<file path="src/rtl/uartlite_responder_if.sv">
// AXI4-Lite bundle between the CPU-side initiator and the UART-Lite responder.
// Address space is 4 bits wide; only bits [3:2] select a register.
interface uartlite_responder_if;
  logic [3:0]  s_axi_araddr;
  logic        s_axi_arvalid;
  logic        s_axi_arready;
  logic [31:0] s_axi_rdata;
  logic [1:0]  s_axi_rresp;
  logic        s_axi_rvalid;
  logic        s_axi_rready;
  logic [3:0]  s_axi_awaddr;
  logic        s_axi_awvalid;
  logic        s_axi_awready;
  logic [31:0] s_axi_wdata;
  logic [3:0]  s_axi_wstrb;
  logic        s_axi_wvalid;
  logic        s_axi_wready;
  logic [1:0]  s_axi_bresp;
  logic        s_axi_bvalid;
  logic        s_axi_bready;

  modport master (
    output s_axi_araddr, s_axi_arvalid, s_axi_rready,
    output s_axi_awaddr, s_axi_awvalid, s_axi_wdata, s_axi_wstrb, s_axi_wvalid, s_axi_bready,
    input  s_axi_arready, s_axi_rdata, s_axi_rresp, s_axi_rvalid,
    input  s_axi_awready, s_axi_wready, s_axi_bresp, s_axi_bvalid
  );

  modport slave (
    input  s_axi_araddr, s_axi_arvalid, s_axi_rready,
    input  s_axi_awaddr, s_axi_awvalid, s_axi_wdata, s_axi_wstrb, s_axi_wvalid, s_axi_bready,
    output s_axi_arready, s_axi_rdata, s_axi_rresp, s_axi_rvalid,
    output s_axi_awready, s_axi_wready, s_axi_bresp, s_axi_bvalid
  );
endinterface

</file>
<file path="src/rtl/uartlite_responder.sv">
// UART-Lite compatible AXI4-Lite responder: RX FIFO (0x0), TX FIFO (0x4),
// STAT (0x8), CTRL (0xC). Bytes arrive from the serial core without
// back-pressure and leave through a valid/ready stream.
// Optional feature macro: UARTLITE_RXERR_EN enables the sticky frame/parity
// error bits STAT[6]/STAT[7]; without it those bits read as 0.
module uartlite_responder #(
  parameter int DEPTH      = 16,
  parameter int DEPTH_BITS = 4
) (
  input  logic                 clk,
  input  logic                 rstn,
  uartlite_responder_if.slave  bus,
  input  logic [7:0]           rx_data,
  input  logic                 rx_vld,
  input  logic                 rx_frame_err,
  input  logic                 rx_parity_err,
  output logic [7:0]           tx_data,
  output logic                 tx_vld,
  input  logic                 tx_rdy
);

  localparam logic [1:0] RESP_OKAY   = 2'b00;
  localparam logic [1:0] RESP_SLVERR = 2'b10;
  localparam logic [1:0] A_RX   = 2'd0;
  localparam logic [1:0] A_TX   = 2'd1;
  localparam logic [1:0] A_STAT = 2'd2;
  localparam logic [1:0] A_CTRL = 2'd3;

  typedef logic [DEPTH_BITS:0] ptr_t;
  typedef enum logic { R_IDLE, R_RESP } rstate_t;
  typedef enum logic { W_IDLE, W_RESP } wstate_t;

  // FIFO storage and pointers (extra MSB distinguishes full from empty)
  logic [7:0] r_rx_mem [DEPTH];
  logic [7:0] r_tx_mem [DEPTH];
  ptr_t       r_rx_wptr, r_rx_rptr, r_tx_wptr, r_tx_rptr;
  logic       w_rx_empty, w_rx_full, w_tx_empty, w_tx_full;

  // Status/control
  logic       r_intr_en, r_overrun, r_frame_err, r_parity_err;
  logic [7:0] w_stat;

  // Read channel
  rstate_t     r_rstate;
  logic        r_arready, r_rvalid;
  logic [31:0] r_rdata;
  logic [1:0]  r_rresp;
  logic        w_ar_hs, w_rx_pop, w_stat_clr;
  logic [1:0]  w_rd_addr;

  // Write channel
  wstate_t    r_wstate;
  logic       r_awready, r_wready, r_aw_held, r_w_held, r_bvalid;
  logic [1:0] r_bresp, r_awaddr;
  logic [7:0] r_wdata;
  logic       r_wstrb0;
  logic       w_aw_hs, w_w_hs, w_have_aw, w_have_w, w_wr_exec;
  logic [1:0] w_wr_addr;
  logic [7:0] w_wr_data;
  logic       w_wr_strb0;
  logic       w_tx_push, w_tx_pop, w_ctrl_wr, w_tx_rst, w_rx_rst;
  logic       w_rx_push, w_overrun_set, w_frame_set, w_parity_set;
  logic       w_unused;

  assign w_rx_empty = (r_rx_wptr == r_rx_rptr);
  assign w_rx_full  = (r_rx_wptr[DEPTH_BITS] != r_rx_rptr[DEPTH_BITS]) &&
                      (r_rx_wptr[DEPTH_BITS-1:0] == r_rx_rptr[DEPTH_BITS-1:0]);
  assign w_tx_empty = (r_tx_wptr == r_tx_rptr);
  assign w_tx_full  = (r_tx_wptr[DEPTH_BITS] != r_tx_rptr[DEPTH_BITS]) &&
                      (r_tx_wptr[DEPTH_BITS-1:0] == r_tx_rptr[DEPTH_BITS-1:0]);

  assign w_stat = {r_parity_err, r_frame_err, r_overrun, r_intr_en,
                   w_tx_full, w_tx_empty, w_rx_full, ~w_rx_empty};

  // Read-side decode at the AR handshake
  assign w_ar_hs    = bus.s_axi_arvalid & r_arready;
  assign w_rd_addr  = bus.s_axi_araddr[3:2];
  assign w_rx_pop   = w_ar_hs & (w_rd_addr == A_RX) & ~w_rx_empty;
  assign w_stat_clr = w_ar_hs & (w_rd_addr == A_STAT);

  // Write-side merge of captured and in-flight AW/W beats
  assign w_aw_hs    = bus.s_axi_awvalid & r_awready;
  assign w_w_hs     = bus.s_axi_wvalid & r_wready;
  assign w_have_aw  = r_aw_held | w_aw_hs;
  assign w_have_w   = r_w_held | w_w_hs;
  assign w_wr_exec  = (r_wstate == W_IDLE) & w_have_aw & w_have_w;
  assign w_wr_addr  = r_aw_held ? r_awaddr : bus.s_axi_awaddr[3:2];
  assign w_wr_data  = r_w_held ? r_wdata : bus.s_axi_wdata[7:0];
  assign w_wr_strb0 = r_w_held ? r_wstrb0 : bus.s_axi_wstrb[0];

  assign w_tx_push = w_wr_exec & (w_wr_addr == A_TX) & w_wr_strb0 & ~w_tx_full;
  assign w_ctrl_wr = w_wr_exec & (w_wr_addr == A_CTRL) & w_wr_strb0;
  assign w_tx_rst  = w_ctrl_wr & w_wr_data[0];
  assign w_rx_rst  = w_ctrl_wr & w_wr_data[1];
  assign w_tx_pop  = ~w_tx_empty & tx_rdy;

  // Full is judged on pre-edge occupancy, so a push to a full FIFO is lost
  // even when a pop happens on the same edge.
  assign w_rx_push     = rx_vld & ~w_rx_full;
  assign w_overrun_set = rx_vld & w_rx_full;
`ifdef UARTLITE_RXERR_EN
  assign w_frame_set  = rx_vld & rx_frame_err;
  assign w_parity_set = rx_vld & rx_parity_err;
`else
  assign w_frame_set  = 1'b0;
  assign w_parity_set = 1'b0;
`endif

  assign w_unused = ^{bus.s_axi_araddr[1:0], bus.s_axi_awaddr[1:0],
                      bus.s_axi_wdata[31:8], bus.s_axi_wstrb[3:1],
                      rx_frame_err, rx_parity_err};

  assign tx_vld  = ~w_tx_empty;
  assign tx_data = w_tx_empty ? 8'h00 : r_tx_mem[r_tx_rptr[DEPTH_BITS-1:0]];

  assign bus.s_axi_arready = r_arready;
  assign bus.s_axi_rvalid  = r_rvalid;
  assign bus.s_axi_rdata   = r_rdata;
  assign bus.s_axi_rresp   = r_rresp;
  assign bus.s_axi_awready = r_awready;
  assign bus.s_axi_wready  = r_wready;
  assign bus.s_axi_bvalid  = r_bvalid;
  assign bus.s_axi_bresp   = r_bresp;

  // FIFO data arrays
  // NOTE: storage is deliberately not reset; the pointers define validity.
  always_ff @(posedge clk) begin
    if (w_rx_push) r_rx_mem[r_rx_wptr[DEPTH_BITS-1:0]] <= rx_data;
    if (w_tx_push) r_tx_mem[r_tx_wptr[DEPTH_BITS-1:0]] <= w_wr_data;
  end

  // FIFO pointers; a CTRL reset overrides any same-cycle push/pop
  // NOTE: sequential state uses non-blocking assignments so every flop samples pre-edge values.
  always_ff @(posedge clk) begin
    if (!rstn) begin
      r_rx_wptr <= '0;
      r_rx_rptr <= '0;
      r_tx_wptr <= '0;
      r_tx_rptr <= '0;
    end else begin
      if (w_rx_rst) begin
        r_rx_wptr <= '0;
        r_rx_rptr <= '0;
      end else begin
        if (w_rx_push) r_rx_wptr <= r_rx_wptr + 1'b1;
        if (w_rx_pop)  r_rx_rptr <= r_rx_rptr + 1'b1;
      end
      if (w_tx_rst) begin
        r_tx_wptr <= '0;
        r_tx_rptr <= '0;
      end else begin
        if (w_tx_push) r_tx_wptr <= r_tx_wptr + 1'b1;
        if (w_tx_pop)  r_tx_rptr <= r_tx_rptr + 1'b1;
      end
    end
  end

  // Interrupt enable and sticky error bits; a set wins over a STAT-read clear
  always_ff @(posedge clk) begin
    if (!rstn) begin
      r_intr_en    <= 1'b0;
      r_overrun    <= 1'b0;
      r_frame_err  <= 1'b0;
      r_parity_err <= 1'b0;
    end else begin
      if (w_ctrl_wr) r_intr_en <= w_wr_data[4];
      r_overrun    <= w_overrun_set | (r_overrun & ~w_stat_clr);
      r_frame_err  <= w_frame_set | (r_frame_err & ~w_stat_clr);
      r_parity_err <= w_parity_set | (r_parity_err & ~w_stat_clr);
    end
  end

  // Read FSM: accept AR, register the response, hold it until R handshake
  always_ff @(posedge clk) begin
    if (!rstn) begin
      r_rstate  <= R_IDLE;
      r_arready <= 1'b0;
      r_rvalid  <= 1'b0;
      r_rdata   <= '0;
      r_rresp   <= RESP_OKAY;
    end else begin
      case (r_rstate)
        R_IDLE: begin
          if (w_ar_hs) begin
            r_rstate  <= R_RESP;
            r_arready <= 1'b0;
            r_rvalid  <= 1'b1;
            case (w_rd_addr)
              A_RX: begin
                r_rdata <= w_rx_empty ? 32'h0 : {24'h0, r_rx_mem[r_rx_rptr[DEPTH_BITS-1:0]]};
                r_rresp <= RESP_OKAY;
              end
              A_STAT: begin
                r_rdata <= {24'h0, w_stat};
                r_rresp <= RESP_OKAY;
              end
              default: begin
                r_rdata <= 32'h0;
                r_rresp <= RESP_SLVERR;
              end
            endcase
          end else begin
            r_arready <= 1'b1;
          end
        end
        R_RESP: begin
          if (bus.s_axi_rready) begin
            r_rstate  <= R_IDLE;
            r_rvalid  <= 1'b0;
            r_arready <= 1'b1;
          end
        end
      endcase
    end
  end

  // Write FSM: collect AW and W in any order, execute once both are present
  always_ff @(posedge clk) begin
    if (!rstn) begin
      r_wstate  <= W_IDLE;
      r_awready <= 1'b0;
      r_wready  <= 1'b0;
      r_aw_held <= 1'b0;
      r_w_held  <= 1'b0;
      r_bvalid  <= 1'b0;
      r_bresp   <= RESP_OKAY;
      r_awaddr  <= '0;
      r_wdata   <= '0;
      r_wstrb0  <= 1'b0;
    end else begin
      case (r_wstate)
        W_IDLE: begin
          if (w_aw_hs) r_awaddr <= bus.s_axi_awaddr[3:2];
          if (w_w_hs) begin
            r_wdata  <= bus.s_axi_wdata[7:0];
            r_wstrb0 <= bus.s_axi_wstrb[0];
          end
          if (w_wr_exec) begin
            r_wstate  <= W_RESP;
            r_awready <= 1'b0;
            r_wready  <= 1'b0;
            r_aw_held <= 1'b0;
            r_w_held  <= 1'b0;
            r_bvalid  <= 1'b1;
            r_bresp   <= (w_wr_addr == A_TX || w_wr_addr == A_CTRL) ? RESP_OKAY : RESP_SLVERR;
          end else begin
            r_aw_held <= w_have_aw;
            r_w_held  <= w_have_w;
            r_awready <= ~w_have_aw;
            r_wready  <= ~w_have_w;
          end
        end
        W_RESP: begin
          if (bus.s_axi_bready) begin
            r_wstate  <= W_IDLE;
            r_bvalid  <= 1'b0;
            r_awready <= 1'b1;
            r_wready  <= 1'b1;
          end
        end
      endcase
    end
  end

endmodule

</file>
<file path="src/flat_wrapper.sv">
// flat-port wrapper written by rule: the top's interface ports become plain ports
module uartlite_responder_flat 
#(
  parameter int DEPTH      = 16,
  parameter int DEPTH_BITS = 4
)
  (clk, rstn, rx_data, rx_vld, rx_frame_err, rx_parity_err, tx_data, tx_vld, tx_rdy, bus_s_axi_araddr, bus_s_axi_arvalid, bus_s_axi_rready, bus_s_axi_awaddr, bus_s_axi_awvalid, bus_s_axi_wdata, bus_s_axi_wstrb, bus_s_axi_wvalid, bus_s_axi_bready, bus_s_axi_arready, bus_s_axi_rdata, bus_s_axi_rresp, bus_s_axi_rvalid, bus_s_axi_awready, bus_s_axi_wready, bus_s_axi_bresp, bus_s_axi_bvalid);
  uartlite_responder_if bus_i ();
  input  logic clk;
  input  logic rstn;
  input  logic [7:0] rx_data;
  input  logic rx_vld;
  input  logic rx_frame_err;
  input  logic rx_parity_err;
  output logic [7:0] tx_data;
  output logic tx_vld;
  input  logic tx_rdy;
  input wire logic [$bits(bus_i.s_axi_araddr)-1:0] bus_s_axi_araddr;
  input wire logic [$bits(bus_i.s_axi_arvalid)-1:0] bus_s_axi_arvalid;
  input wire logic [$bits(bus_i.s_axi_rready)-1:0] bus_s_axi_rready;
  input wire logic [$bits(bus_i.s_axi_awaddr)-1:0] bus_s_axi_awaddr;
  input wire logic [$bits(bus_i.s_axi_awvalid)-1:0] bus_s_axi_awvalid;
  input wire logic [$bits(bus_i.s_axi_wdata)-1:0] bus_s_axi_wdata;
  input wire logic [$bits(bus_i.s_axi_wstrb)-1:0] bus_s_axi_wstrb;
  input wire logic [$bits(bus_i.s_axi_wvalid)-1:0] bus_s_axi_wvalid;
  input wire logic [$bits(bus_i.s_axi_bready)-1:0] bus_s_axi_bready;
  output wire logic [$bits(bus_i.s_axi_arready)-1:0] bus_s_axi_arready;
  output wire logic [$bits(bus_i.s_axi_rdata)-1:0] bus_s_axi_rdata;
  output wire logic [$bits(bus_i.s_axi_rresp)-1:0] bus_s_axi_rresp;
  output wire logic [$bits(bus_i.s_axi_rvalid)-1:0] bus_s_axi_rvalid;
  output wire logic [$bits(bus_i.s_axi_awready)-1:0] bus_s_axi_awready;
  output wire logic [$bits(bus_i.s_axi_wready)-1:0] bus_s_axi_wready;
  output wire logic [$bits(bus_i.s_axi_bresp)-1:0] bus_s_axi_bresp;
  output wire logic [$bits(bus_i.s_axi_bvalid)-1:0] bus_s_axi_bvalid;
  assign bus_i.s_axi_araddr = bus_s_axi_araddr;
  assign bus_i.s_axi_arvalid = bus_s_axi_arvalid;
  assign bus_i.s_axi_rready = bus_s_axi_rready;
  assign bus_i.s_axi_awaddr = bus_s_axi_awaddr;
  assign bus_i.s_axi_awvalid = bus_s_axi_awvalid;
  assign bus_i.s_axi_wdata = bus_s_axi_wdata;
  assign bus_i.s_axi_wstrb = bus_s_axi_wstrb;
  assign bus_i.s_axi_wvalid = bus_s_axi_wvalid;
  assign bus_i.s_axi_bready = bus_s_axi_bready;
  assign bus_s_axi_arready = bus_i.s_axi_arready;
  assign bus_s_axi_rdata = bus_i.s_axi_rdata;
  assign bus_s_axi_rresp = bus_i.s_axi_rresp;
  assign bus_s_axi_rvalid = bus_i.s_axi_rvalid;
  assign bus_s_axi_awready = bus_i.s_axi_awready;
  assign bus_s_axi_wready = bus_i.s_axi_wready;
  assign bus_s_axi_bresp = bus_i.s_axi_bresp;
  assign bus_s_axi_bvalid = bus_i.s_axi_bvalid;
  uartlite_responder #(.DEPTH(DEPTH), .DEPTH_BITS(DEPTH_BITS)) u_core (.clk(clk), .rstn(rstn), .bus(bus_i), .rx_data(rx_data), .rx_vld(rx_vld), .rx_frame_err(rx_frame_err), .rx_parity_err(rx_parity_err), .tx_data(tx_data), .tx_vld(tx_vld), .tx_rdy(tx_rdy));
endmodule
</file>
<file path="config.mk">
export PLATFORM = sky130hd
export DESIGN_NAME = uartlite_responder_flat
export DESIGN_NICKNAME = d
export VERILOG_FILES = /design/src/rtl/uartlite_responder_if.sv /design/src/rtl/uartlite_responder.sv /design/src/flat_wrapper.sv
export SDC_FILE = /design/constraint.sdc
export NUM_CORES = 1
export LEC_CHECK = 0
export ABC_AREA = 1
export BUFFER_PORTS_ARGS = -buffer_cell sky130_fd_sc_hd__buf_4
export CAP_MARGIN = 20
export CORE_UTILIZATION = 25
export DETAILED_ROUTE_END_ITERATION = 10
export GPL_TIMING_DRIVEN = 0
export PLACE_DENSITY = 0.49
export SYNTH_ARGS = -nofsm -noshare
export SYNTH_HDL_FRONTEND = slang
export SYNTH_SLANG_ARGS = --single-unit
</file>
<file path="constraint.sdc">
create_clock -name clk -period 4 [get_ports clk]
set_input_delay 0 -clock clk [delete_from_list [all_inputs] [get_ports clk]]
set_output_delay 0 -clock clk [all_outputs]
set_load 0.02 [all_outputs]
</file>
; ---- After elaboration in Yosys (flattened, before gate mapping)
; Memory sizes are Yosys's and may differ from the RTL's. A register that Yosys moved wholly into a read port is not among the register bits.
; Index checks and enable logic that the tools add are counted.
[totals]
regBits = 80
mem_bits_rw = 256
input_bits = 63
out_inout_bits = 50
wordCells = 127
memories = 2
[mem_list]
columns = memory, words, width, read_ports, rd_ports_with_merged_regs, wr, line
row1 = u_core.r_rx_mem, 16, 8, 1, 1, 1, uartlite_responder.sv:34  ; logic [7:0] r_rx_mem [DEPTH];
row2 = u_core.r_tx_mem, 16, 8, 1, 1, 1, uartlite_responder.sv:35  ; logic [7:0] r_tx_mem [DEPTH];
[op_classes]
add_sub_neg = 4
eq_ne = 13
muxes = 38
bitwise = 34
n_reduce_logical = 13
[op_table]
columns = op, n
row1 = $pmux 32 s2, 1
row2 = $mux 8, 3
row3 = $and 1x1->1, 21
row4 = $add 5x1->5 const B, 4
row5 = $mux 1, 20
row6 = $mux 4, 4
row7 = $pmux 1 s2, 7
row8 = $reduce_and 2->1, 6
row9 = $eq 5x5->1, 2
row10 = $not 1->1, 10
row11 = $eq 4x4->1, 2
row12 = $mux 2, 3
row13 = $reduce_or 2->1, 3
row14 = $eq 2x2->1 const B, 2
row15 = $ne 2x1->1 const B, 2
row16 = $ne 2x2->1 const B, 2
row17 = $or 1x1->1, 3
row18 = $eq 2x1->1 const B, 1
row19 = $logic_and 1x1->1, 2
row20 = $logic_not 2->1, 1
row21 = $ne 1x1->1, 2
row22 = $logic_or 1x1->1, 1

; ---- Depth between registers and ports, before layout
; Gate-level depths: netlist of run 1.
[logic_depth]
depth_word = 9
ltp_mapped = 12
mapped_depth_nobuf = 10

; ---- Worst setup path after synthesis of run 1
; OpenSTA, ideal clock, no wires.
[synth_timing]
path_type = register to register
startpoint = register u_core.r_w_held
endpoint = memory u_core.r_tx_mem[3][0], enable pin
t_arrival_ns = 1.608
path_slack_ns = 2.021
stages_incl_launch_ff = 13
path_buffers = 2
synth_period_minus_slack_ns = 1.979
path_cell_list = dfxtp_1 buf_4 inv_2 buf_6 nand2_4 nand3_4 clkinv_2 nand2_2 nor2_4 nand2_4 clkinv_4 nand2_1 nor2_1
[synth_via]
elab_chain_cells = 7
[synth_rtl]
columns = element, line
row1 = "start, declared", uartlite_responder.sv:53  ; logic r_awready, r_wready, r_aw_held, r_w_held, r_bvalid;
row2 = "start signal, assigned", uartlite_responder.sv:248  ; r_w_held <= w_have_w;
row3 = $or 1x1->1, uartlite_responder.sv:85  ; assign w_have_w = r_w_held | w_w_hs;
row4 = $and 1x1->1, uartlite_responder.sv:86  ; assign w_wr_exec = (r_wstate == W_IDLE) & w_have_aw & w_have_w;
row5 = $and 1x1->1, uartlite_responder.sv:91  ; assign w_tx_push = w_wr_exec & (w_wr_addr == A_TX) & w_wr_strb0 & ~w_tx_full;
row6 = $and 1x1->1 (*) (2 in a row), uartlite_responder.sv:91
row7 = $mux 1 (*), uartlite_responder.sv:129  ; if (w_tx_push) r_tx_mem[r_tx_wptr[DEPTH_BITS-1:0]] <= w_wr_data;
row8 = $mux 1 (not written as such) (*), uartlite_responder.sv:129
row9 = "end, declared", uartlite_responder.sv:35
; Mark *: on every way between the ends. The rest lies on a longest branch, timed or not.

==> metrics.log, run 1 <==
[metrics] Die Wd: 235 um
[metrics] via count: 9506
[metrics] Pre-antenna DRT Iters: 5
[metrics] kind of launch point of the worst setup path: register
[metrics] type of the worst min-delay path: in2reg
[metrics] clock slew at the register clock pins of the worst setup and hold paths: 0.06 ns
[metrics] areal power density over the cells: 442 nW/um2
[metrics] worst voltage drop across the vdd grid: 0.311 mV
[metrics] data arrival time of the worst path: 2.60 ns
[metrics] detailed-placement wirelength estimate: 24.1 mm
[metrics] CP max FO: 10
[metrics] I/O Buffers: 53
[metrics] number of vias per cell: 4.39
[metrics] category of the worst setup path capture point: output pin
[metrics] maximum number of pins on one net before global-route repair: 18
[metrics] final weighted congestion of routability-driven global placement: 0.853
[metrics] clock tree from TritonCTS: done
[metrics] proportion of power drawn by flip-flops and latches: 50.3%
[metrics] fraction of final layout cells sized beyond drive strength 1: 13.0%
[metrics] post-synth cell types: 38
[metrics] DRC marker count from the first detailed-route iteration: 739
[metrics] most frequent standard cell in the layout excluding fill and tap cells: sky130_fd_sc_hd__edfxtp_1
[metrics] Warnings, synthesis: 0
[metrics] Resized Gates After CTS: 0
[metrics] Final nets: 1513
[metrics] max-cap violation count: 0
[metrics] post-synthesis sequential element count: 318
[metrics] global router's overall resource usage: 12.9%
[metrics] Total Negative Setup Slacks: 0 ns
[metrics] share of total power in the clock network: 44.2%
[metrics] final max-slew violation count: 0
[metrics] effective utilization at floorplan: 25.3%
[metrics] synthesized area per cell: 10.5 um2
[metrics] footprint of the multi-input gates: 3750 um2
[metrics] Die Footprint: 55400 um2
[metrics] wire length on met3: 1.94 mm
[metrics] number of failing setup endpoints in the final timing report: 0
[metrics] maximum achievable frequency: 384 MHz
[metrics] CTS Root Cell: sky130_fd_sc_hd__clkbuf_16
[metrics] leading cell types in the layout, fill and taps excluded: 256 x sky130_fd_sc_hd__edfxtp_1, 212 x sky130_fd_sc_hd__nand2_1, 138 x sky130_fd_sc_hd__inv_1
[metrics] setup repair after global routing missed its margin: false
[metrics] Setup WS pre-CTS: 1.45 ns
[metrics] wire length of the first global-routing pass: 54.9 mm
[metrics] number of clock sinks: 318
[metrics] Sw Pwr: 1.67 mW
[metrics] residual antenna-violating net count after detailed routing: 0
[metrics] count of final hold-check violations: 0
[metrics] share of the clock period used by the worst path after layout: 65.1%
[metrics] remaining global-route overflow: 0
[metrics] topmost layer with routed signal wires: met4
[metrics] Die Y-Extent: 235 um
[metrics] combinational group share of total power: 5.6%
[metrics] detailed-route wire length: 35.6 mm
[metrics] area occupied by registers: 8930 um2
[metrics] number of antenna violations at the first check in global routing: 0
[metrics] final setup margin: 1.40 ns
[metrics] number of inserted diodes: 0
[metrics] Crit path largest cell delay: 0.36 ns
[metrics] net switching fraction of the power: 22.9%
[metrics] DR DRC count: 0
[metrics] Post-Syn Area: 13600 um2
[metrics] Critical Path RT: 4.00 ns
[metrics] startpoint-to-endpoint class of the critical path: reg2out
[metrics] Worst-Margin Slew: 1.02 ns
[metrics] crit path time final: 2.60 ns
[metrics] synthesized instance count: 1292
[metrics] area growth from synthesis to final layout: 20.7%
[metrics] CTS Buf Count: 36
[metrics] met1 routed wirelength after detailed routing: 16.3 mm
[metrics] cell repeated most along the worst path: sky130_fd_sc_hd__buf_2
[metrics] cells traversed along the worst timing path: buf_2 > buf_2 > buf_2 > o21ai_0 > nand3_1 > nand3_1 > a21oi_1 > buf_4
[metrics] CORE AREA: 53800 um2
[metrics] clock latency on the worst-skew pair: 0.56 ns
[metrics] portion of the post-synthesis area used by sequential elements: 65.6%
[metrics] Pint: 5.60 mW
[metrics] WL/cell: 16.5 um
[metrics] static power due to leakage: 6.12 nW
[metrics] maximum level of the CTS H-tree: 2
[metrics] clock buffer depth: 3
[metrics] Std-Cell Rows: 85
[metrics] via count of the first global-routing pass: 9311
[metrics] final setup skew: 0.0282 ns
[metrics] wire length on met2: 16.7 mm
[metrics] Max-Slew Margin vs Limit: 31.8%
[metrics] critical path's slowest cell: sky130_fd_sc_hd__dfxtp_1
[metrics] Boundary Pins: 113
[metrics] status: finished clean
[metrics] fill cell instance count of the final layout: 5581
[power groups by stage]
stage               logic (mW)  clock network [mW]  registers [mW]
detailed placement       0.382                   0            3.72
finish                   0.404                3.21            3.65
global placement         0.381                   0            3.72
CTS                      0.409                3.29            3.65
floorplan                0.207                   0            3.73
global route             0.444                3.42            3.66
[metal layers]
metal	GRT usage (%)	vias to the layer above
li1	-	4644
met1	17.4	4566
met5	0	-
met4	3.57	0
met2	21.2	243
met3	2.39	53
[layout make-up]
type	count	share of cell area (%)
clock buffers	44	5.79
multi-input cells	767	22.8
well taps	696	5.30
flip-flops and latches	318	54.4
inverters	146	3.37
clock inverters	21	1.13
repair buffers	85	4.37
plain buffers	86	2.86
[state kept, by name, indices dropped and copies added (netlist names), 5 cells and up, named ones only]
signal / count
u_core.r_rx_wptr: 5
u_core.r_rx_mem: 128
u_core.r_tx_rptr: 5
u_core.r_rx_rptr: 5
u_core.r_tx_mem: 128
u_core.r_tx_wptr: 5
u_core.bus.s_axi_rdata: 8
u_core.r_wdata: 8
[Yosys cell counts (all sizes together)]
| cell | count | area, um2 |
|---|---|---|
| edfxtp | 256 | 7690 |
| nand2 | 218 | 843 |
| inv | 143 | 537 |
| nor2 | 137 | 532 |
| nand3 | 125 | 638 |
| o21ai | 86 | 434 |
| a21oi | 77 | 415 |
| dfxtp | 62 | 1240 |
| buf | 55 | 353 |
| o211ai | 52 | 390 |
| clkbuf | 31 | 116 |
| xor2 | 14 | 123 |
| ha | 10 | 125 |
| xnor2 | 7 | 61.3 |
| nor3 | 6 | 30.0 |
| or2 | 4 | 25.0 |
| clkinv | 3 | 17.5 |
| a211oi | 1 | 7.51 |
| conb | 1 | 3.75 |
| nand2b | 1 | 6.26 |
| nand3b | 1 | 7.51 |
| nand4 | 1 | 6.26 |
| o21a | 1 | 7.51 |
[final timing paths]
check	startpoint	end	slack, ns	depth (start not counted)
hold / removal	bus_s_axi_wdata[1]	u_core.r_wdata[1]	0.24	4
hold reg to reg	u_core.r_parity_err	u_core.r_parity_err	0.44	2
setup / recovery	register	tx_data[7]	1.40	8
setup reg to reg	u_core.r_rx_wptr[2]	u_core.r_rx_mem[2][1]	1.42	8
[metrics by stage]
stage               area (um2)  total power [mW]  util, %  cells  hold WS (ns)
floorplan                13700              3.94        -   1317        0.0980
global placement         15000              4.10     27.8   2066         0.200
detailed placement       15000              4.11     27.8   2066         0.204
CTS                      16400              7.36     30.5   2163         0.210
global route             16400              7.52     30.5   2163         0.259
finish                   16400              7.27     30.5   2163         0.238
[cells by family (layout without fill, tap and decap cells)]
logic type | Yosys count | in the layout | synth area share (%)
other | 1 | 26 | 0.0276
XOR/XNOR | 21 | 21 | 1.35
AO/OA/AOI/OAI | 217 | 217 | 9.22
flip-flops | 318 | 318 | 65.6
adder cells (fa/ha/maj) | 10 | 10 | 0.919
buffers and inverters | 232 | 382 | 7.52
AND/OR/NAND/NOR | 493 | 493 | 15.3
[worst max-delay path, delay by kind of cell (launching register included)]
kind / cells / cell delay (ns)
and+or+nand+nor: 2 / 0.27
DFF: 1 / 0.36
AOI/OAI and AO/OA: 2 / 0.42
buffers and inverters: 4 / 1.00
[repair_timing]
item                       CTS  global route
setup endpoints to repair    0             0
setup buffers                0             0
hold endpoints to repair   185             0
hold buffers                32             0
Note: power is estimated with default switching activity, not from simulation.
==> run 2: changes to the inputs <==
==> constraint.sdc (replaced) <==
create_clock -name clk -period 2.4 [get_ports clk]
set_input_delay 0 -clock clk [delete_from_list [all_inputs] [get_ports clk]]
set_output_delay 0 -clock clk [all_outputs]
set_load 0.02 [all_outputs]
==> run 2 against run 1 <==
Sequential share of layout area decreased by 0.64 points. Hold slack got worse by 0.0035 ns. First-iteration DRC count decreased by 6.6%. Largest cell class unchanged. Total power increased by 67%. Highest routed layer unchanged. Critical path depth unchanged.
==> metrics.log, run 2 (synthesis gave the netlist of run 1 again) <==
[metrics] Max-Slew Margin vs Limit: 33.9%
[metrics] number of failing setup endpoints in the final timing report: 0
[metrics] Critical Path RT: 2.57 ns
[metrics] areal power density over the cells: 729 nW/um2
[metrics] final max-slew violation count: 0
[metrics] detailed-route wire length: 35.6 mm
[metrics] leading cell types in the layout, fill and taps excluded: 256 x sky130_fd_sc_hd__edfxtp_1, 212 x sky130_fd_sc_hd__nand2_1, 137 x sky130_fd_sc_hd__inv_1
[metrics] startpoint-to-endpoint class of the critical path: reg2reg
[metrics] final standard cell utilization of the core: 30.9%
[metrics] final setup skew: 0.0290 ns
[metrics] total setup buffers inserted after CTS: 0
[metrics] kind of launch point of the worst setup path: register
[metrics] Die Footprint: 55400 um2
[metrics] topmost layer with routed signal wires: met4
[metrics] Crit path largest cell delay: 0.52 ns
[metrics] CP max FO: 8
[metrics] number of clock sinks: 318
[metrics] DR DRC count: 0
[metrics] crit path time final: 2.33 ns
[metrics] number of antenna violations at the first check in global routing: 0
[metrics] cells traversed along the worst timing path: buf_2 > xor2_1 > nor2_1 > nand3b_1 > nand2_1 > inv_2 > nand2_1 > nor2_2
[metrics] Min-Delay Path Depth: 4
[metrics] maximum achievable frequency: 429 MHz
[metrics] Setup WS pre-CTS: -0.151 ns
[metrics] status: finished clean
[metrics] area growth from synthesis to final layout: 22.2%
[metrics] beginning of the worst register-to-register path: u_core.r_rx_wptr[2]
[metrics] global router's overall resource usage: 12.9%
[metrics] wire length on met3: 1.74 mm
[metrics] count of final hold-check violations: 0
[metrics] share of the clock period used by the worst path after layout: 97.1%
[metrics] setup repair after global routing missed its margin: true
[metrics] Std-Cell Rows: 85
[metrics] clock buffer depth: 3
[metrics] Final nets: 1512
[metrics] Die Wd: 235 um
[metrics] static power due to leakage: 6.18 nW
[metrics] via count: 9476
[metrics] Worst-Margin Slew: 0.988 ns
[metrics] effective utilization at floorplan: 25.3%
[metrics] reg2reg setup slack: 0.07 ns
[metrics] clock slew at the register clock pins of the worst setup and hold paths: 0.06 ns
[metrics] DRC marker count from the first detailed-route iteration: 690
[metrics] fill cell instance count of the final layout: 5560
[metrics] Boundary Pins: 113
[metrics] number of vias per cell: 4.38
[metrics] fraction of final layout cells sized beyond drive strength 1: 16.8%
[metrics] detailed-placement wirelength estimate: 24.1 mm
[metrics] via count of the first global-routing pass: 9335
[metrics] critical path's slowest cell: sky130_fd_sc_hd__nor2_2
[metrics] I/O Buffers: 53
[metrics] final setup margin: 0.0687 ns
[metrics] type of the worst min-delay path: in2reg
[metrics] maximum number of pins on one net before global-route repair: 18
[metrics] CTS Root Cell: sky130_fd_sc_hd__clkbuf_16
[metrics] cell repeated most along the worst path: sky130_fd_sc_hd__nand2_1
[metrics] data arrival time of the worst path: 2.50 ns
[metrics] depth of the most critical reg-to-reg path: 8
[metrics] clock latency on the worst-skew pair: 0.56 ns
[metrics] number of inserted diodes: 0
[metrics] CORE AREA: 53800 um2
[metrics] wire length on met2: 16.8 mm
[metrics] WL/cell: 16.5 um
[metrics] clock tree from TritonCTS: done
[metrics] maximum level of the CTS H-tree: 2
[metrics] met1 routed wirelength after detailed routing: 16.3 mm
[metrics] remaining global-route overflow: 0
[metrics] most frequent standard cell in the layout excluding fill and tap cells: sky130_fd_sc_hd__edfxtp_1
[metrics] Pre-antenna DRT Iters: 5
[metrics] Min-Delay Endpoint: u_core.r_wdata[1]
[metrics] Die Y-Extent: 235 um
[metrics] residual antenna-violating net count after detailed routing: 0
[metrics] worst voltage drop across the vdd grid: 0.520 mV
[metrics] max-cap violation count: 0
[metrics] wire length of the first global-routing pass: 55.0 mm
[metrics] final weighted congestion of routability-driven global placement: 0.853
[metrics] CTS Buf Count: 36
[metrics] HP Start: bus_s_axi_wdata[1]
[metrics] category of the worst setup path capture point: register
[metrics] end of the worst register-to-register path: u_core.r_rx_mem[2][1]
[run 2: repair_timing]
action,CTS,global route
endpoints found under the setup margin,149,171
hold buffers,32,0
resized for setup,22,65
hold endpoints to repair,185,0
[run 2: power by group]
part	total (mW)	internal (mW)	switching [mW]
clock network	5.35	3.06	2.28
registers	6.09	6.05	0.0374
logic	0.685	0.223	0.462
total	12.1	9.34	2.78
[run 2: layout make-up]
type | instances | area [um2] | share of cell area [%]
sequential | 318 | 8930 | 53.7
multi-input combinational | 767 | 3910 | 23.5
clock buffer | 44 | 951 | 5.72
tap | 696 | 871 | 5.24
timing repair buffer | 85 | 718 | 4.32
inverter | 146 | 554 | 3.33
buffer | 85 | 502 | 3.02
clock inverter | 21 | 185 | 1.11
[run 2: worst max-delay path, delay by kind of cell (launching register included)]
family	cells	cell delay (ns)
buf+inv	2	0.38
xor+xnor	1	0.16
simple gates	5	1.11
flops	1	0.31
[run 2: through the flow]
stage	power [mW]	cell area (um2)	TNS, ns	std cells	hold WS [ns]
2_1_floorplan	6.56	13700	0	1317	0.0980
3_3_place_gp	6.84	15000	-7.32	2066	0.200
3_5_place_dp	6.84	15000	-8.44	2066	0.204
4_1_cts	12.3	16500	-3.15	2163	0.210
5_1_grt	12.5	16600	-2.64	2162	0.259
6_report	12.1	16600	0	2162	0.235
[run 2: worst max path at each step]
stage | endpoint | start | slack [ns]
detailed placement | u_core.r_tx_mem[3][4] | u_core.r_tx_wptr[3] | -0.15
global route | u_core.r_rx_mem[6][1] | u_core.r_rx_wptr[0] | -0.1
CTS | u_core.r_tx_mem[3][4] | u_core.r_tx_wptr[3] | -0.17
finish | u_core.r_rx_mem[2][1] | u_core.r_rx_wptr[2] | 0.07
global placement | u_core.r_rx_mem[8][5] | u_core.r_rx_wptr[2] | -0.15
floorplan | u_core.r_tx_mem[3][0] | u_core.r_w_held | 0.42
[run 2: metal layers]
layer,track usage (%),vias up
met2,21.3,218
met5,0,-
met3,2.40,53
met1,17.3,4563
met4,3.68,0
li1,-,4642
==> run 3: changes to the inputs <==
--- a/config.mk
+++ b/config.mk
@@ -8,10 +8,12 @@
 export ABC_AREA = 1
 export BUFFER_PORTS_ARGS = -buffer_cell sky130_fd_sc_hd__buf_4
 export CAP_MARGIN = 20
+export CORE_ASPECT_RATIO = 2
 export CORE_UTILIZATION = 25
 export DETAILED_ROUTE_END_ITERATION = 10
 export GPL_TIMING_DRIVEN = 0
-export PLACE_DENSITY = 0.49
+export PLACE_DENSITY = 0.45
+export SETUP_SLACK_MARGIN = 0.4
 export SYNTH_ARGS = -nofsm -noshare
 export SYNTH_HDL_FRONTEND = slang
 export SYNTH_SLANG_ARGS = --single-unit
==> run 3 against run 2 <==
Final area is 5.4% higher. Core utilization up 1.8 points. Hold slack got worse by 0.043 ns. Largest cell class unchanged. Largest power group unchanged.
==> metrics.log, run 3 (synthesis gave the netlist of run 1 again) <==
[metrics] total power draw: 11.9 mW
[metrics] combined buffer and inverter count along the critical path: 4
[metrics] detailed-placement wirelength estimate: 30.6 mm
[metrics] cell repeated most along the worst path: sky130_fd_sc_hd__buf_6
[metrics] I/O Buffers: 53
[metrics] startpoint-to-endpoint class of the critical path: reg2out
[metrics] Critical Path RT: 2.40 ns
[metrics] Hold Slack: 0.192 ns
[metrics] count of final hold-check violations: 0
[metrics] setup repair after global routing missed its margin: true
[metrics] final setup skew: 0.0143 ns
[metrics] kind of launch point of the worst setup path: register
[metrics] maximum number of pins on one net before global-route repair: 18
[metrics] final standard cell utilization of the core: 32.7%
[metrics] Final nets: 1540
[metrics] via count of the first global-routing pass: 9911
[metrics] Crit path largest cell delay: 0.37 ns
[metrics] residual antenna-violating net count after detailed routing: 0
[metrics] Die Wd: 167 um
[metrics] clock slew at the register clock pins of the worst setup and hold paths: 0.07 ns
[metrics] cells traversed along the worst timing path: buf_6 > buf_12 > buf_8 > o211ai_1 > nand3_1 > nand3_2 > a21oi_2 > buf_6
[metrics] maximum achievable frequency: 475 MHz
[metrics] area growth from synthesis to final layout: 28.7%
[metrics] global router's overall resource usage: 15.1%
[metrics] area occupied by registers: 8940 um2
[metrics] fraction of final layout cells sized beyond drive strength 1: 22.9%
[metrics] Die Y-Extent: 332 um
[metrics] number of clock sinks: 318
[metrics] WL/cell: 19.3 um
[metrics] wire length of the first global-routing pass: 61.5 mm
[metrics] areal power density over the cells: 680 nW/um2
[metrics] Boundary Pins: 113
[metrics] Pre-antenna DRT Iters: 5
[metrics] Max-Slew Margin vs Limit: 38.7%
[metrics] footprint of the multi-input gates: 4300 um2
[metrics] final max-slew violation count: 0
[metrics] worst voltage drop across the vdd grid: 0.492 mV
[metrics] Std-Cell Rows: 120
[metrics] via count: 9672
[metrics] static power due to leakage: 6.53 nW
[metrics] CORE AREA: 53600 um2
[metrics] Die Footprint: 55400 um2
[metrics] number of inserted diodes: 0
[metrics] share of the clock period used by the worst path after layout: 87.7%
[metrics] clock buffer depth: 3
[metrics] final weighted congestion of routability-driven global placement: 0.886
[metrics] CTS Root Cell: sky130_fd_sc_hd__clkbuf_16
[metrics] Worst-Margin Slew: 0.917 ns
[metrics] count of non-filler cells in the finished layout: 2162
[metrics] clock tree from TritonCTS: done
[metrics] data arrival time of the worst path: 2.10 ns
[metrics] DRC marker count from the first detailed-route iteration: 491
[metrics] type of the worst min-delay path: in2reg
[metrics] maximum level of the CTS H-tree: 1
[metrics] number of vias per cell: 4.47
[metrics] fill cell instance count of the final layout: 5427
[metrics] CP delay by family, top: buffers and inverters
[metrics] Total Negative Setup Slacks: 0 ns
[metrics] max-cap violation count: 0
[metrics] leading cell types in the layout, fill and taps excluded: 256 x sky130_fd_sc_hd__edfxtp_1, 204 x sky130_fd_sc_hd__nand2_1, 136 x sky130_fd_sc_hd__inv_1
[metrics] DR DRC count: 0
[metrics] most frequent standard cell in the layout excluding fill and tap cells: sky130_fd_sc_hd__edfxtp_1
[metrics] status: finished clean
[metrics] crit path time final: 2.10 ns
[metrics] instance count after placement with tap cells included: 2041
[metrics] CP max FO: 6
[metrics] clock latency on the worst-skew pair: 0.57 ns
[metrics] effective utilization at floorplan: 25.4%
[metrics] CTS Buf Count: 30
[metrics] remaining global-route overflow: 0
[metrics] number of antenna violations at the first check in global routing: 0
[metrics] category of the worst setup path capture point: output pin
[metrics] detailed-route wire length: 41.7 mm
[metrics] number of failing setup endpoints in the final timing report: 0
[metrics] critical path's slowest cell: sky130_fd_sc_hd__dfxtp_4
## run 3: changes by cell type in the layout (fill, tap and decap cells not counted), moves of 8 or more
cell and delta:
sky130_fd_sc_hd__buf_12 +16, sky130_fd_sc_hd__nor2_2 -17, sky130_fd_sc_hd__o21ai_0 -27, sky130_fd_sc_hd__buf_4 +18
sky130_fd_sc_hd__nand2_4 +8, sky130_fd_sc_hd__nand2_1 -8, sky130_fd_sc_hd__a21oi_1 -17, sky130_fd_sc_hd__nor2_4 +22
sky130_fd_sc_hd__o21ai_2 +19, sky130_fd_sc_hd__clkinv_2 -8, sky130_fd_sc_hd__a21oi_2 +16, sky130_fd_sc_hd__clkbuf_1 -13
## run 3: where the power goes
part | total [mW] | internal (mW) | switching, mW
sequential | 6.09 | 6.05 | 0.0429
clock | 5.02 | 2.88 | 2.14
combinational | 0.796 | 0.269 | 0.527
total | 11.9 | 9.20 | 2.70
## run 3: worst paths after layout
kind / cells past startpoint / startpoint / endpoint / slack (ns)
worst min-delay path: 3 / bus_s_axi_rready / u_core.bus.s_axi_rvalid / 0.19
worst max-delay path: 8 / register / tx_data[5] / 0.30
worst max register to register: 9 / register / u_core.bus.s_axi_rdata[5] / 0.46
worst min register to register: 2 / u_core.r_frame_err / u_core.r_frame_err / 0.45
## run 3: worst min-delay path, delay by kind of cell
kind	cells	cell delay, ns
buffers and inverters	2	0.65
AOI/OAI and AO/OA	1	0.06
## run 3: final cells by class
class                      instances  share of cell area [%]
tap                              671                    4.79
clock buffer                      38                    4.94
multi-input combinational        767                    24.5
clock inverter                    18                    1.01
sequential                       318                    51.0
buffer                            86                    3.46
timing repair buffer             118                    6.97
inverter                         146                    3.26
## run 3: what timing repair did
item	4_1_cts	5_1_grt
pin swaps	19	26
gates resized for setup	165	91
hold buffers	33	0
gates cloned	1	3
setup endpoints to repair	298	257
endpoints found under the hold margin	186	0
setup buffers	21	7
## run 3: layer usage
metal	vias up	track usage, %	share of wire, %
li1	4696	-	-
met1	4650	13.4	32
met2	232	30.7	59
met3	94	1.51	2.9
met4	0	10.5	6.6
met5	-	0	0
## run 3: through the flow
stage               area, um2  setup WS, ns
global route            17500         0.207
floorplan               13700         0.421
global placement        14900        -0.205
detailed placement      14900        -0.221
finish                  17500         0.296
CTS                     17100         0.171
